### config.mk
export PLATFORM = sky130hd
export DESIGN_NAME = alu_vec_driver_flat
export DESIGN_NICKNAME = d
export VERILOG_FILES = /design/src/rtl/alu_vec_if.sv /design/src/rtl/alu_vec_driver.sv /design/src/flat_wrapper.sv
export SDC_FILE = /design/constraint.sdc
export NUM_CORES = 1
export LEC_CHECK = 0
export BUFFER_PORTS_ARGS = -buffer_cell sky130_fd_sc_hd__buf_4
export CAP_MARGIN = 10
export CELL_PAD_IN_SITES_DETAIL_PLACEMENT = 0
export CELL_PAD_IN_SITES_GLOBAL_PLACEMENT = 1
export CORE_MARGIN = 1.5
export CORE_UTILIZATION = 43
export CTS_CLUSTER_DIAMETER = 200
export CTS_CLUSTER_SIZE = 12
export DETAILED_ROUTE_END_ITERATION = 7
export MAX_ROUTING_LAYER = met4
export PLACE_DENSITY_LB_ADDON = 0.3
export REMOVE_ABC_BUFFERS = 1
export SYNTH_ARGS = -nofsm -noshare
export SYNTH_HDL_FRONTEND = slang
export SYNTH_SLANG_ARGS = --single-unit
export TNS_END_PERCENT = 100
### constraint.sdc
create_clock -name clk -period 3.4 [get_ports clk]
set_input_delay 0.34 -clock clk [delete_from_list [all_inputs] [get_ports clk]]
set_output_delay 0.34 -clock clk [all_outputs]
set_load 0.02 [all_outputs]
### src/rtl/alu_vec_if.sv
// Request/response handshake bundle between a stimulus source and alu_vec_driver.
// The master side issues stimulus vectors and consumes results; the slave side is the driver.
interface alu_vec_if #(
  parameter int unsigned IN_W  = 10,
  parameter int unsigned OUT_W = 6
);
  logic             req_valid;
  logic             req_ready;
  logic [IN_W-1:0]  req_vec;
  logic             rsp_valid;
  logic             rsp_ready;
  logic [OUT_W-1:0] rsp_vec;

  modport master (
    output req_valid, req_vec, rsp_ready,
    input  req_ready, rsp_valid, rsp_vec
  );

  modport slave (
    input  req_valid, req_vec, rsp_ready,
    output req_ready, rsp_valid, rsp_vec
  );
endinterface

### src/rtl/alu_vec_driver.sv
// Drives stimulus onto a combinational ALU cone, samples its result after a settle delay,
// and can sweep every input vector while folding the results into a MISR signature.
module alu_vec_driver #(
  parameter int unsigned      IN_W     = 10,
  parameter int unsigned      OUT_W    = 6,
  parameter int unsigned      SETTLE   = 1,
  parameter int unsigned      SIG_W    = 16,
  parameter logic [SIG_W-1:0] SIG_POLY = 16'h1021,
  parameter logic [SIG_W-1:0] SIG_SEED = 16'hFFFF
) (
  input  logic             clk,
  input  logic             rst_n,
  alu_vec_if.slave         bus,
  input  logic             sweep_start,
  output logic             sweep_busy,
  output logic             sweep_done,
  output logic [SIG_W-1:0] signature,
  output logic [IN_W-1:0]  alu_in,
  input  logic [OUT_W-1:0] alu_out
);

  if (SETTLE == 0 || SETTLE > 15) begin : g_bad_settle
    $error("alu_vec_driver: SETTLE must be in 1..15");
  end
  if (OUT_W > SIG_W) begin : g_bad_out_w
    $error("alu_vec_driver: OUT_W must not exceed SIG_W");
  end

  localparam logic [1:0] StIdle  = 2'd0;
  localparam logic [1:0] StWait  = 2'd1;
  localparam logic [1:0] StResp  = 2'd2;
  localparam logic [1:0] StSweep = 2'd3;

  localparam logic [3:0] SettleCnt = 4'(SETTLE);

  logic [1:0]       state_q, state_d;
  logic [3:0]       cnt_q, cnt_d;
  logic [IN_W-1:0]  alu_in_q, alu_in_d;
  logic [OUT_W-1:0] rsp_vec_q, rsp_vec_d;
  logic             rsp_valid_q, rsp_valid_d;
  logic             busy_q, busy_d;
  logic             done_q, done_d;
  logic [SIG_W-1:0] sig_q, sig_d;
  logic [SIG_W-1:0] sig_fold;
  logic             req_ready;

  // sweep_start pre-empts a same-cycle request, so ready drops combinationally with it.
  assign req_ready = (state_q == StIdle) & ~sweep_start;

  assign sig_fold = {sig_q[SIG_W-2:0], 1'b0} ^ (sig_q[SIG_W-1] ? SIG_POLY : '0) ^
                    SIG_W'(alu_out);

  always_comb begin
    state_d     = state_q;
    cnt_d       = cnt_q;
    alu_in_d    = alu_in_q;
    rsp_vec_d   = rsp_vec_q;
    rsp_valid_d = rsp_valid_q;
    busy_d      = busy_q;
    done_d      = 1'b0;
    sig_d       = sig_q;
    unique case (state_q)
      StIdle: begin
        if (sweep_start) begin
          state_d  = StSweep;
          alu_in_d = '0;
          sig_d    = SIG_SEED;
          cnt_d    = SettleCnt;
          busy_d   = 1'b1;
        end else if (bus.req_valid && req_ready) begin
          state_d  = StWait;
          alu_in_d = bus.req_vec;
          cnt_d    = SettleCnt;
        end
      end
      StWait: begin
        cnt_d = cnt_q - 4'd1;
        if (cnt_q == 4'd1) begin
          rsp_vec_d   = alu_out;
          rsp_valid_d = 1'b1;
          state_d     = StResp;
        end
      end
      StResp: begin
        if (rsp_valid_q && bus.rsp_ready) begin
          rsp_valid_d = 1'b0;
          state_d     = StIdle;
        end
      end
      StSweep: begin
        cnt_d = cnt_q - 4'd1;
        if (cnt_q == 4'd1) begin
          sig_d = sig_fold;
          if (alu_in_q != '1) begin
            alu_in_d = alu_in_q + IN_W'(1);
            cnt_d    = SettleCnt;
          end else begin
            // Last vector folded: no wrap back to zero, alu_in stays at all-ones.
            done_d  = 1'b1;
            busy_d  = 1'b0;
            state_d = StIdle;
          end
        end
      end
      default: state_d = StIdle;
    endcase
  end

  always_ff @(posedge clk or negedge rst_n) begin
    if (!rst_n) begin
      state_q     <= StIdle;
      cnt_q       <= '0;
      alu_in_q    <= '0;
      rsp_vec_q   <= '0;
      rsp_valid_q <= 1'b0;
      busy_q      <= 1'b0;
      done_q      <= 1'b0;
      sig_q       <= SIG_SEED;
    end else begin
      state_q     <= state_d;
      cnt_q       <= cnt_d;
      alu_in_q    <= alu_in_d;
      rsp_vec_q   <= rsp_vec_d;
      rsp_valid_q <= rsp_valid_d;
      busy_q      <= busy_d;
      done_q      <= done_d;
      sig_q       <= sig_d;
    end
  end

  assign bus.req_ready = req_ready;
  assign bus.rsp_valid = rsp_valid_q;
  assign bus.rsp_vec   = rsp_vec_q;
  assign sweep_busy    = busy_q;
  assign sweep_done    = done_q;
  assign signature     = sig_q;
  assign alu_in        = alu_in_q;

endmodule

### src/flat_wrapper.sv
// flat-port wrapper written by rule: the top's interface ports become plain ports
module alu_vec_driver_flat 
#(
  parameter int unsigned      IN_W     = 10,
  parameter int unsigned      OUT_W    = 6,
  parameter int unsigned      SETTLE   = 1,
  parameter int unsigned      SIG_W    = 16,
  parameter logic [SIG_W-1:0] SIG_POLY = 16'h1021,
  parameter logic [SIG_W-1:0] SIG_SEED = 16'hFFFF
)
  (clk, rst_n, sweep_start, sweep_busy, sweep_done, signature, alu_in, alu_out, bus_req_valid, bus_req_vec, bus_rsp_ready, bus_req_ready, bus_rsp_valid, bus_rsp_vec);
  alu_vec_if #(.IN_W(IN_W), .OUT_W(OUT_W)) bus_i ();
  input  logic clk;
  input  logic rst_n;
  input  logic sweep_start;
  output logic sweep_busy;
  output logic sweep_done;
  output logic [SIG_W-1:0] signature;
  output logic [IN_W-1:0] alu_in;
  input  logic [OUT_W-1:0] alu_out;
  input wire logic [$bits(bus_i.req_valid)-1:0] bus_req_valid;
  input wire logic [$bits(bus_i.req_vec)-1:0] bus_req_vec;
  input wire logic [$bits(bus_i.rsp_ready)-1:0] bus_rsp_ready;
  output wire logic [$bits(bus_i.req_ready)-1:0] bus_req_ready;
  output wire logic [$bits(bus_i.rsp_valid)-1:0] bus_rsp_valid;
  output wire logic [$bits(bus_i.rsp_vec)-1:0] bus_rsp_vec;
  assign bus_i.req_valid = bus_req_valid;
  assign bus_i.req_vec = bus_req_vec;
  assign bus_i.rsp_ready = bus_rsp_ready;
  assign bus_req_ready = bus_i.req_ready;
  assign bus_rsp_valid = bus_i.rsp_valid;
  assign bus_rsp_vec = bus_i.rsp_vec;
  alu_vec_driver #(.IN_W(IN_W), .OUT_W(OUT_W), .SETTLE(SETTLE), .SIG_W(SIG_W), .SIG_POLY(SIG_POLY), .SIG_SEED(SIG_SEED)) u_core (.clk(clk), .rst_n(rst_n), .bus(bus_i), .sweep_start(sweep_start), .sweep_busy(sweep_busy), .sweep_done(sweep_done), .signature(signature), .alu_in(alu_in), .alu_out(alu_out));
endmodule
==> qor_table.md, run 1 <==
| Quantity | Value |
| --- | --- |
| Drt first-iter violations | 74 |
| Via Count | 1,852 |
| Fraction of the mapped netlist area in compound gates | 18.7% |
| Cells traversed along the worst timing path | inv_1, ha_1, nand2b_1, a21oi_2, and2_1, mux2_4 |
| Area share of fa/ha/maj cells after synthesis | 4.53% |
| Total length of routed wires | 5.06 mm |
| Horizontal die dimension | 74.7 µm |
| Type of destination of the critical path | register |
| Number of input and output port buffers inserted | 56 |
| Ratio of cells with drive above 1 in the final layout | 33.9% |
| Buffers and inverters on the worst path | 1 |
| Post-synthesis average cell area | 9.74 µm² |
| Top achievable clock speed | 453 MHz |
| Max Root-Sink Buffers | 2 |
| Proportion of synthesized area in mux cells | 6.28% |
| Number of diodes | 0 |
| Hold-fix buffers, CTS | 0 |
| Max Fanout on Critical Path | 10 |
| Gr usage total | 20.4% |
| Mapped cell area | 2210 µm² |
| Area after DPL | 2670 µm² |
| Die span in y | 74.7 µm |
| Average wire length per cell after detail routing | 14.5 µm |
| Aggregate global routing overflow | 0 |
| Most used cells in the layout excluding fill and tap cells | buf_4, o21ai_0, nand2_1, dfrtp_1 |
| Clock skew after layout | 0.00783 ns |
| Most common library cell in the layout ignoring fill and taps | buf_4 |
| Crit path max-delay family | simple AND/OR/NAND/NOR gates |
| Cell accounting for the most synthesized area | dfrtp_1 |
| Number of pins with negative max-slew slack in the final report | 0 |
| Global placer's final weighted congestion | 0.836 |
| Distinct cell type count of the synthesized netlist | 45 |
| Clock slew at the register clock pins of the worst setup and hold paths | 0.08 ns |
| H-tree depth reported by CTS | 2 |
| Cell at the root of the clock tree | clkbuf_8 |
| Post-CTS setup buffers | 0 |
| Worst reg2reg setup slack | 1.19 ns |
| Cts repair resizes | 0 |
| Cell types occupying the most area after synthesis | dfrtp_1, dfstp_2, o21ai_0 |
| Post-synthesis share of cell area spent on and, or, nand and nor gates | 16.1% |
| Classification of the worst setup path | register to register |
| Initial Util | 45.6% |
| Count of unresolved DRC violations after routing | 0 |
| Endpoint required time on the critical path | 3.59 ns |
| Post-detailed-route via-to-cell ratio | 5.29 |
| Transition time at the pin with the least slew margin | 0.842 ns |
| CP max stage delay | 0.45 ns |
| Std-Cell Core Area | 4850 µm² |
| Cell count after synthesis | 227 |
| Count of nets after finishing | 311 |
| Initial antenna violation count | 0 |
| Leak Pwr | 1.26 nW |
| Total count of hold-check failures in the final report | 0 |
| Number of buffers created by CTS | 5 |
| Worst min-delay path class | primary input to asynchronous set/reset pin |
| Most instantiated flip-flop cell in the synthesis netlist | dfrtp_1 |
| VDD IR max | 0.452 mV |
| Final setup violation count | 0 |
| Clock Latency Late Sink | 0.30 ns |
| Via count of the first global-routing pass | 1,713 |
| Fraction of the cycle the final worst path needs | 64.9% |
| Die Area | 5580 µm² |
| Sequential area share after synthesis | 47.3% |
| Element type at the critical path start | register |
| Outcome | complete, no violations |
| Seq cells post-synth | 41 |
| Total Neg Setup Slack | 0 ns |
| Max stage delay cell, worst path | and2_1 |
| Fin area | 2770 µm² |
| Relative area change from synthesis to final layout | 25.3% |
| Antenna viol nets, final | 0 |
| Async set-or-reset flop fraction in the synthesized netlist | 100% |
| Cell Pwr Density | 1090 nW/µm² |
| Hpwl dp | 3.60 mm |
| Clock tree from TritonCTS | built |
| Count of standard-cell rows | 25 |
| Fill cell count | 467 |
| Sink count of the clock tree | 41 |
| Top-area cell type share of the netlist area | 28.3% |
| Min Clock Period, post-route | 2.21 ns |
| Wire length of the first global-routing pass | 8.31 mm |
| Unrepaired setup endpoints after global routing | no |
| Maximum number of pins on one net before global-route repair | 42 |
| First-pass iteration count of the detailed router | 4 |
| Yosys warnings | 0 |
| Boundary Pins | 57 |
| Data arrival time of the worst path | 2.39 ns |
| Maximum capacitance violations | 0 |
| Share of the synthesized netlist area taken by xor and xnor gates | 3.17% |
| Worst-case headroom to the max-slew limit | 43.9% |
| Number of flops mapped to enable cells by yosys | 0 |
| Dominant combinational cell family by area after synthesis | compound AO/OA/AOI/OAI gates |
## metrics by stage
stage / total power, W / worst slack [ns] / utilization [%] / hold WS [ns] / std cells
global route: 0.00327 / 1.06 / 57.1 / 0.0415 / 350
global placement: 0.00267 / 1.24 / 55.1 / 0.351 / 342
floorplan: 0.00209 / 1.22 / - / 0.0444 / 218
detailed placement: 0.00269 / 1.23 / 55.1 / 0.353 / 342
CTS: 0.00304 / 1.20 / 57.1 / 0.0242 / 350
finish: 0.00301 / 1.19 / 57.1 / 0.00859 / 350
## synth_stat cells, types with 2 or more instances
| cell | instances |
|---|---|
| a21o_1 | 3 |
| a21oi_1 | 11 |
| a22oi_1 | 3 |
| a31oi_1 | 13 |
| and2_1 | 2 |
| and4_1 | 2 |
| buf_6 | 2 |
| clkbuf_1 | 7 |
| dfrtp_1 | 25 |
| dfstp_2 | 16 |
| ha_1 | 8 |
| inv_1 | 10 |
| mux2_2 | 6 |
| mux2_4 | 2 |
| mux2i_1 | 3 |
| nand2_1 | 28 |
| nand2b_1 | 3 |
| nand3_1 | 3 |
| nand4_1 | 3 |
| nor2_1 | 16 |
| nor4_1 | 2 |
| o21ai_0 | 30 |
| xor2_1 | 7 |
## logic make-up after synthesis
kind of cell | after synthesis
buffers and inverters | 19
multiplexers | 12
adder cells (fa/ha/maj) | 8
AO/OA/AOI/OAI | 70
flip-flops | 41
XOR/XNOR | 8
AND/OR/NAND/NOR | 69
## routing by layer
metal	vias to the layer above	GRT usage (%)	wire length, µm
met4	0	6.06	58
li1	918	-	-
met1	882	29.2	2380
met5	-	-	0
met2	45	29.3	2410
met3	7	4.42	214
## state kept, by name, indices dropped and copies added, names as in the netlist
signal                count
u_core.sweep_done         1
u_core.cnt_q              4
u_core.signature         16
u_core.alu_in            10
u_core.bus.rsp_valid      1
u_core.sweep_busy         1
u_core.state_q            2
u_core.bus.rsp_vec        6
## final timing paths
path                                           start                     to  cells past startpoint
worst max-delay path               u_core.state_q[0]       u_core.alu_in[0]                      6
worst min-delay path                           rst_n      u_core.state_q[0]                      1
worst max register to register     u_core.state_q[0]       u_core.alu_in[0]                      6
worst min register to register  u_core.signature[13]   u_core.signature[13]                      2
max in group asynchronous                      rst_n   u_core.signature[14]                      1
min in group clk                          alu_out[3]  u_core.bus.rsp_vec[3]                      2
## final cells by class
class | instances | area [µm²] | area share (%)
inverter | 10 | 37.5 | 1.36
tap | 67 | 83.8 | 3.03
clock inverter | 2 | 13.8 | 0.497
sequential | 41 | 1050 | 37.8
clock buffer | 6 | 82.6 | 2.98
multi-input combinational | 167 | 1080 | 38.9
timing repair buffer | 57 | 428 | 15.4
## power breakdown
group	leakage [nW]	internal, W	total, W	switching [W]
Sequential	0.468	0.000811	0.00106	0.000246
Combinational	0.738	0.000692	0.00161	0.000917
Clock	0.0512	0.000165	0.000340	0.000176
## worst register-to-register path, delay by kind of cell (launching register included)
family	cells	cell delay [ns]
and+or+nand+nor	2	0.61
DFF	1	0.41
AOI/OAI and AO/OA	1	0.36
muxes	1	0.34
adders and majority gates	1	0.26
buffers and inverters	1	0.12
No activity file was read; power rests on OpenSTA's default activity.
==> run 2: changes to the inputs <==
--- a/config.mk
+++ b/config.mk
@@ -10,7 +10,7 @@
 export CELL_PAD_IN_SITES_DETAIL_PLACEMENT = 0
 export CELL_PAD_IN_SITES_GLOBAL_PLACEMENT = 1
 export CORE_MARGIN = 1.5
-export CORE_UTILIZATION = 43
+export CORE_UTILIZATION = 40
 export CTS_CLUSTER_DIAMETER = 200
 export CTS_CLUSTER_SIZE = 12
 export DETAILED_ROUTE_END_ITERATION = 7
==> constraint.sdc (replaced) <==
create_clock -name clk -period 2.2 [get_ports clk]
set_input_delay 0.22 -clock clk [delete_from_list [all_inputs] [get_ports clk]]
set_output_delay 0.22 -clock clk [all_outputs]
set_load 0.02 [all_outputs]
==> run 2 against run 1 <==
Effect of this change:
- clock skew down 0.0026 ns
- critical path type unchanged
- wire length is 1.7% lower
- design area rose by 2.1%
- register-to-register slack worse by 1.1 ns
- critical endpoint is now u_core.cnt_q[3]
- highest routed layer unchanged
- core utilization shrank 2.8 points
==> qor_table.md, run 2 (synthesis gave the netlist of run 1 again) <==
| Quantity | Value |
| --- | --- |
| Outcome | complete, no violations |
| Relative area change from synthesis to final layout | 27.9% |
| Worst-case headroom to the max-slew limit | 61.7% |
| Element type at the critical path start | register |
| Clock tree from TritonCTS | built |
| VDD IR max | 0.764 mV |
| Unrepaired setup endpoints after global routing | no |
| Worst reg2reg setup slack | 0.13 ns |
| Hold path start | alu_out[2] |
| Cts repair resizes | 0 |
| Type of destination of the critical path | register |
| Area after DPL | 2720 µm² |
| Most used cells in the layout excluding fill and tap cells | buf_4, o21ai_0, nand2_1, dfrtp_1 |
| H-tree depth reported by CTS | 2 |
| Number of buffers created by CTS | 5 |
| R2r endpoint | u_core.cnt_q[3] |
| Cell Pwr Density | 1670 nW/µm² |
| Wire length of the first global-routing pass | 8.49 mm |
| Data arrival time of the worst path | 2.25 ns |
| Final setup violation count | 0 |
| Ratio of cells with drive above 1 in the final layout | 34.6% |
| Horizontal die dimension | 77.3 µm |
| Max Root-Sink Buffers | 2 |
| Initial antenna violation count | 0 |
| Drt first-iter violations | 65 |
| Worst min-delay path class | primary input to register |
| Clock skew after layout | 0.00527 ns |
| Classification of the worst setup path | register to register |
| Endpoint required time on the critical path | 2.38 ns |
| Clock slew at the register clock pins of the worst setup and hold paths | 0.08 ns |
| Clock Latency Late Sink | 0.30 ns |
| Cell at the root of the clock tree | clkbuf_8 |
| Antenna viol nets, final | 0 |
| Count of nets after finishing | 317 |
| Via count of the first global-routing pass | 1,771 |
| Average wire length per cell after detail routing | 13.9 µm |
| Fraction of the cycle the final worst path needs | 93.9% |
| Maximum number of pins on one net before global-route repair | 42 |
| Count of unresolved DRC violations after routing | 0 |
| Gr usage total | 18.4% |
| Global placer's final weighted congestion | 0.809 |
| Boundary Pins | 57 |
| Number of input and output port buffers inserted | 56 |
| Post-detailed-route via-to-cell ratio | 5.22 |
| Count of standard-cell rows | 26 |
| Maximum capacitance violations | 0 |
| Total length of routed wires | 4.98 mm |
| Total Neg Setup Slack | 0 ns |
| Number of diodes | 0 |
| Via Count | 1,873 |
| Top achievable clock speed | 484 MHz |
| Number of pins with negative max-slew slack in the final report | 0 |
| Launching instance or port of the critical path | u_core.state_q[1] |
| Power after layout | 0.00473 W |
| Number of cells on the worst reg-to-reg path | 6 |
| Endpoint of the most critical setup path | u_core.cnt_q[3] |
| Max Fanout on Critical Path | 6 |
| Hpwl dp | 3.52 mm |
| Reg-to-reg critical path startpoint | u_core.state_q[1] |
| First-pass iteration count of the detailed router | 4 |
| Leak Pwr | 1.29 nW |
| Transition time at the pin with the least slew margin | 0.570 ns |
| Min Clock Period, post-route | 2.07 ns |
| Post-placement worst setup slack | 0.173 ns |
| Die Area | 5980 µm² |
| Worst Hold Slack | 0.163 ns |
| Fin area | 2830 µm² |
| Smallest setup slack after layout | 0.135 ns |
| Sink count of the clock tree | 41 |
| Flip-flop count of the largest register, all copies and words added | 16 |
| Total count of hold-check failures in the final report | 0 |
| Most common library cell in the layout ignoring fill and taps | buf_4 |
| Std-Cell Core Area | 5200 µm² |
| Die span in y | 77.3 µm |
| Initial Util | 42.5% |
| Aggregate global routing overflow | 0 |
run 2: cell types whose count changed in the layout (fill, tap and decap cells not counted):
cell           delta
buf_4             +5
clkbuf_1          +1
clkbuf_16         +1
clkbuf_8          -1
clkinv_4          -1
dlygate4sd3_1     +1
run 2: metal layers:
| layer | GRT usage [%] | routed length, µm |
|---|---|---|
| met1 | 24.1 | 2400 |
| met2 | 28.0 | 2320 |
| met3 | 3.53 | 164 |
| met4 | 7.64 | 87 |
| met5 | - | 0 |
run 2: final cells by class:
cell class	instances	area (µm²)
repair buffers	63	475
fillers	513	2380
clock buffers	7	97.6
well taps	70	87.6
inverters	10	37.5
flip-flops and latches	41	1050
clock inverters	1	5.00
multi-input cells	167	1080
run 2: critical path, cell delays in order (launching register included):
cell       delay, ns
dfrtp_1         0.40
inv_1           0.13
ha_1            0.28
or3b_2          0.49
o31ai_1         0.16
a2111oi_0       0.14
a311o_1         0.34
run 2: stage by stage:
step / cells / utilization (%)
6_report: 359 / 54.3
4_1_cts: 359 / 54.3
5_1_grt: 359 / 54.3
2_1_floorplan: 218 / -
3_3_place_gp: 350 / 52.2
3_5_place_dp: 350 / 52.2
run 2: worst min-delay path by stage:
stage | end | slack, ns | cells past startpoint
finish | u_core.bus.rsp_vec[2] | 0.16 | 2
floorplan | u_core.alu_in[0] | -0.08 | 0
global placement | u_core.alu_in[5] | 0.23 | 1
detailed placement | u_core.alu_in[5] | 0.23 | 1
global route | u_core.bus.rsp_vec[2] | 0.15 | 2
CTS | u_core.bus.rsp_vec[2] | 0.15 | 2
run 2: power breakdown:
group	internal [W]	switching, W	leakage, nW	total (W)
combinational	0.00114	0.00142	0.766	0.00256
sequential	0.00125	0.000370	0.468	0.00162
clock	0.000291	0.000265	0.0534	0.000556
run 2: timing repair:
action | in CTS | in global routing
buffers inserted | 0 | 0
endpoints found under the setup margin | 0 | 0
endpoints found under the hold margin | 25 | 0
hold buffers | 1 | 0
